==> src/rtl/sw_feeder.sv <==
// sw_feeder: buffers T, loads S blocks and streams T into a Smith-Waterman PE chain; define SW_MULTIPASS_EN for multi-pass queries
module sw_feeder #(
  parameter int NPE = 16,
  parameter int TLEN_MAX = 256,
  parameter int W = 12,
  parameter logic [W-1:0] NEG_INF = 12'h900
) (
  input  logic             clk,
  input  logic             rst,
  input  logic             start,
  input  logic [7:0]       s_len,
  input  logic [8:0]       t_len,
  input  logic             t_valid,
  output logic             t_ready,
  input  logic [1:0]       t_data,
  input  logic             s_valid,
  output logic             s_ready,
  input  logic [1:0]       s_data,
  output logic             pe_changeS,
  output logic [2*NPE-1:0] pe_S,
  output logic [1:0]       pe_T,
  output logic [W-1:0]     pe_MAX,
  output logic [W-1:0]     pe_V,
  output logic [W-1:0]     pe_F,
  output logic             pe_init,
  input  logic [W-1:0]     tail_V,
  input  logic [W-1:0]     tail_F,
  input  logic [W-1:0]     tail_MAX,
  input  logic             tail_init,
  output logic             busy,
  output logic             done,
  output logic [W-1:0]     score,
  output logic             err
);
  localparam int AW = $clog2(TLEN_MAX);
  localparam logic [7:0] NPE8 = 8'(NPE);
  localparam logic [8:0] NPE9 = 9'(NPE);
  localparam logic [8:0] TMAX = 9'(TLEN_MAX);
  typedef enum logic [2:0] {IDLE, LOADT, LOADS, STREAM, DRAIN, DONE} state_t;
  state_t state, state_n;
  logic [8:0] cnt, cnt_n, tl;
  logic [1:0] t_mem [TLEN_MAX];
  logic ok, go, step, wrap, more, strm_n;
  logic [AW-1:0] ri;
`ifdef SW_MULTIPASS_EN
  assign ok = s_len != 8'd0 && s_len % NPE8 == 8'd0 && t_len != 9'd0 && t_len <= TMAX;
`else
  assign ok = s_len == NPE8 && t_len != 9'd0 && t_len <= TMAX;
`endif
  assign go = state == IDLE && start && ok;
  assign step = state == LOADT ? t_valid : state == LOADS ? s_valid : state == STREAM || state == DRAIN;
  assign wrap = step && cnt + 9'd1 == ((state == LOADS || state == DRAIN) ? NPE9 : tl);
  assign cnt_n = (state == IDLE || wrap) ? 9'd0 : cnt + {8'd0, step};
  assign strm_n = state_n == STREAM;
  assign ri = cnt_n[AW-1:0];
  assign busy = state != IDLE;
  assign done = state == DONE;
  assign t_ready = state == LOADT;
  assign s_ready = state == LOADS;
  assign pe_MAX = '0;
  always_comb begin
    state_n = state;
    case (state)
      IDLE:    if (go) state_n = LOADT;
      LOADT:   if (wrap) state_n = LOADS;
      LOADS:   if (wrap) state_n = STREAM;
      STREAM:  if (wrap) state_n = DRAIN;
      DRAIN:   if (wrap) state_n = more ? LOADS : DONE;
      default: state_n = IDLE;
    endcase
  end
  always_ff @(posedge clk)
    if (t_ready && t_valid) t_mem[cnt[AW-1:0]] <= t_data;
  always_ff @(posedge clk) begin
    if (rst) begin
      state <= IDLE;
      cnt <= '0;
      tl <= '0;
      pe_S <= '0;
      pe_T <= '0;
      pe_init <= 1'b0;
      pe_changeS <= 1'b0;
      score <= '0;
      err <= 1'b0;
    end else begin
      state <= state_n;
      cnt <= cnt_n;
      err <= state == IDLE && start && !ok;
      pe_init <= strm_n;
      pe_changeS <= strm_n && cnt_n == 9'd0;
      pe_T <= strm_n ? t_mem[ri] : 2'd0;
      if (go) tl <= t_len;
      // newest char enters at the top so the first char ends up at PE0
      if (s_ready && s_valid) pe_S <= {s_data, pe_S[2*NPE-1:2]};
      if (go) score <= '0;
      else if (tail_init && $signed(tail_MAX) > $signed(score)) score <= tail_MAX;
    end
  end
`ifdef SW_MULTIPASS_EN
  logic [7:0] pass, sl;
  logic [AW-1:0] wp;
  logic [2*W-1:0] fb_mem [TLEN_MAX];
  assign more = (16'(pass) + 16'd1) * 16'(NPE) < 16'(sl);
  always_ff @(posedge clk)
    if (tail_init) fb_mem[wp] <= {tail_V, tail_F};
  // reads lead the tail writes by the chain depth, so one buffer serves both passes
  always_ff @(posedge clk) begin
    if (rst) begin
      pass <= '0;
      sl <= '0;
      wp <= '0;
      pe_V <= '0;
      pe_F <= NEG_INF;
    end else begin
      if (go) begin
        pass <= '0;
        sl <= s_len;
      end else if (state == DRAIN && wrap && more) pass <= pass + 8'd1;
      wp <= (strm_n && state != STREAM) ? '0 : wp + AW'(tail_init);
      pe_V <= (strm_n && pass != 8'd0) ? fb_mem[ri][2*W-1:W] : '0;
      pe_F <= (strm_n && pass != 8'd0) ? fb_mem[ri][W-1:0] : NEG_INF;
    end
  end
`else
  logic unused;
  assign more = 1'b0;
  assign pe_V = '0;
  assign pe_F = NEG_INF;
  assign unused = ^{tail_V, tail_F};
`endif
endmodule

==> config.mk <==
export PLATFORM = sky130hd
export DESIGN_NAME = sw_feeder
export DESIGN_NICKNAME = d
export VERILOG_FILES = /design/src/rtl/sw_feeder.sv
export SDC_FILE = /design/constraint.sdc
export NUM_CORES = 1
export LEC_CHECK = 0
export ABC_AREA = 1
export CORE_MARGIN = 1.5
export CORE_UTILIZATION = 30
export DETAILED_ROUTE_END_ITERATION = 10
export SYNTH_ARGS = -nofsm -noshare
export SYNTH_HDL_FRONTEND = slang
export SYNTH_SLANG_ARGS = --single-unit
==> constraint.sdc <==
create_clock -name clk -period 4.25 [get_ports clk]
set_clock_uncertainty 0.2 [all_clocks]
set_input_delay 0.425 -clock clk [delete_from_list [all_inputs] [get_ports clk]]
set_output_delay 0.425 -clock clk [all_outputs]
set_load 0.005 [all_outputs]
==> flow_metrics.py <==
metrics = {
    "die": {
        "coreArea_um2": 88600,
        "io_pins": 152,
        "die-area_um2": 91500,
        "rows": 109,
        "die_h_um": 302,
        "start_util_pct": 30.3,
        "die_width_um": 302,
    },
    "critical_path": {
        "crit_fanout": 35,
        "cp_top_family": "simple AND/OR/NAND/NOR gates",
        "arrival_ns": 4.26,
        "critPathKind": "flip-flop to flip-flop",
        "cpMostUsedCell": "nand2_1",
        "rrSetupSlack_ns": 0.32,
        "required_ns": 4.58,
        "critPathBufInv": 7,
        "cpMaxStageDelayCell": "dfxtp_1",
        "slowest_delay_ns": 0.45,
        "crit_path_start_kind": "flip-flop",
        "cp-end-kind": "flip-flop",
    },
    "job": {
        "maxCapViolCount": 0,
    },
    "routing": {
        "wl_mm": 72.6,
        "ant_nets": 0,
        "routedWlPerCell_um": 17.6,
        "drtIter0Drc": 1611,
        "firstDrtPassIters": 8,
        "vias_per_cell": 4.80,
        "drcViolationCount": 20,
        "vias": 19800,
    },
    "logic_synthesis": {
        "synth_ff_type": "edfxtp_1",
        "netlist_instances": 2846,
        "ys_types": 36,
        "syn_area_um2": 26900,
        "synth_edf_count": 512,
        "seq_area_frac_synth_pct": 62.4,
        "syn_area_per_cell_um2": 9.45,
        "yosys_warnings": 0,
        "synth_seq_cells": 582,
        "synthArstFlopShare_pct": 0,
    },
    "placed_design": {
        "placed_cell_area_um2": 29000,
        "portBuffers": 91,
        "place_hpwl_mm": 42.1,
        "place_ws_ns": 0.151,
        "place.gp.congestion": 0.840,
    },
    "global_routing": {
        "grt_overflow": 0,
        "grt_pass1_vias": 18700,
        "grt_max_degree": 136,
        "track_usage_pct": 15.5,
        "antenna_found_initial": 0,
        "grt_pass1_wl_mm": 108,
    },
    "timing": {
        "tns_ns": 0,
        "fmax_ghz": 0.255,
        "rsz0062_at_grt": "false",
        "hold_viol": 0,
        "fin_crit_sh_pct": 92.5,
        "worst_slew_pin_slew_ns": 1.11,
        "period_needed_ns": 3.93,
        "setup_viol_count_final": 0,
        "drv_slew": 0,
        "max_slew_margin_pct": 25.7,
        "final.setup.worst_slack_ns": 0.321,
    },
    "finish": {
        "multi_input_area_um2": 8040,
        "nets": 2993,
        "layout.area.seq_um2": 16800,
        "drive_gt1_share_pct": 7.50,
        "layout_common_cells": "nor2_1 (599), edfxtp_1 (512), nand2_1 (488)",
        "design_area_um2": 31200,
        "final_common_cell": "nor2_1",
        "fill_cells": 8913,
        "syn2layout_area_growth_pct": 16.1,
    },
    "min_path": {
        "hold_class": "input port to flip-flop",
    },
    "run_status": {
        "status": "finished with violations",
        "violations": "DRC",
    },
    "clocking": {
        "cts_inserted_buffers": 66,
        "root_buffer": "clkbuf_16",
        "clkTransAtPathRegs_ns": 0.06,
        "cts_buffer_depth": 3,
        "cts_tree": "built",
        "cts_max_level": 3,
        "worstSkewPairLatency_ns": 0.60,
        "clock_sinks": 582,
        "holdBufCountCts": 0,
    },
    "pwr": {
        "irDropWorstVdd_v": 0.000254,
        "p_per_area_nw_per_um2": 381,
        "p_leak_nw": 12.0,
    },
}
## layout make-up
cell class / instances / share of cell area [%]
antenna: 1 / 0.00801
clock buffer: 96 / 6.08
clock inverter: 20 / 0.477
inverter: 319 / 3.83
multi-input combinational: 1770 / 25.7
sequential: 582 / 53.7
tap: 1165 / 4.67
timing repair buffer: 173 / 5.48
## through the flow
stage                     power, W  utilization, %  cells  hold slack (ns)
after floorplan            0.00645               -   2880            0.235
after global placement     0.00660            32.7   3995            0.258
after detailed placement   0.00660            32.7   3995            0.270
after CTS                   0.0120            35.0   4111            0.209
after global routing        0.0123            35.2   4125            0.208
final                       0.0119            35.2   4126            0.154
## routing by layer
metal	vias up	track usage, %	wire length (µm)
met1	9467	20.1	30900
met4	0	5.73	2150
li1	9511	-	-
met5	-	0	0
met2	688	25.0	33400
met3	127	3.93	6140
## sequential cells by signal (all words and copies together), names as in the netlist
register,count
t_mem,512
err,1
tl,9
pe_changeS,1
score,12
cnt,9
state,3
pe_S,32
pe_init,1
pe_T,2
## worst register-to-register path: cells and delay by family, from the launching register on
| kind | cells | cell delay (ns) |
|---|---|---|
| AO/OA/AOI/OAI | 2 | 0.19 |
| adder cells (fa/ha/maj) | 1 | 0.30 |
| buffers and inverters | 7 | 0.66 |
| flip-flops | 1 | 0.45 |
| AND/OR/NAND/NOR | 19 | 2.04 |
## cell usage after synthesis (4+ instances only)
cell type | n | area share, %
ha_1 | 18 | 0.84
o22ai_1 | 10 | 0.23
or2_2 | 22 | 0.51
inv_2 | 7 | 0.098
dfxtp_1 | 70 | 5.2
nor4_1 | 5 | 0.12
nand2_1 | 490 | 6.8
nand4_1 | 105 | 2.4
buf_6 | 5 | 0.21
edfxtp_1 | 512 | 57
o21a_1 | 10 | 0.28
clkbuf_1 | 97 | 1.4
inv_1 | 311 | 4.3
buf_2 | 40 | 0.74
o21ai_1 | 14 | 0.26
nor2_2 | 4 | 0.093
o21ai_0 | 117 | 2.2
xor2_1 | 6 | 0.20
o211ai_1 | 39 | 1.1
buf_1 | 11 | 0.15
nand3_2 | 4 | 0.15
buf_4 | 57 | 1.6
a21oi_1 | 33 | 0.61
nor3_1 | 6 | 0.11
nor2_1 | 603 | 8.4
nand3_1 | 238 | 4.4
## power by group
group / switching [W] / leakage [nW] / total (W) / internal [W]
sequential: 0.00000721 / 5.17 / 0.00623 / 0.00623
combinational: 0.000156 / 5.78 / 0.000249 / 0.0000925
clock: 0.00221 / 1.00 / 0.00543 / 0.00322
total: 0.00238 / 12.0 / 0.0119 / 0.00954
## kinds of logic after synthesis
family / Yosys count / share of synthesized area (%)
xor+xnor: 6 / 0.195
flops: 582 / 62.4
other cells: 2 / 0.0279
compound gates: 225 / 4.71
fa+ha+maj: 18 / 0.837
buf+inv: 529 / 8.50
simple gates: 1484 / 23.3
## repair_timing
action | in CTS | in global routing
gates resized for setup | 0 | 9
setup endpoints to repair | 0 | 2
setup buffers | 0 | 11
## path summary, 6_finish.rpt
kind	from	end	cells after the start
max	cnt[1]$_SDFF_PP0_	pe_T[0]$_SDFF_PP0_	29
min	t_data[0]	t_mem[21][0]$_DFFE_PP_	1
max reg2reg	cnt[1]$_SDFF_PP0_	pe_T[0]$_SDFF_PP0_	29
min reg2reg	tl[8]$_SDFFE_PP0P_	tl[8]$_SDFFE_PP0P_	2
Power figures use the tool's default switching activity.
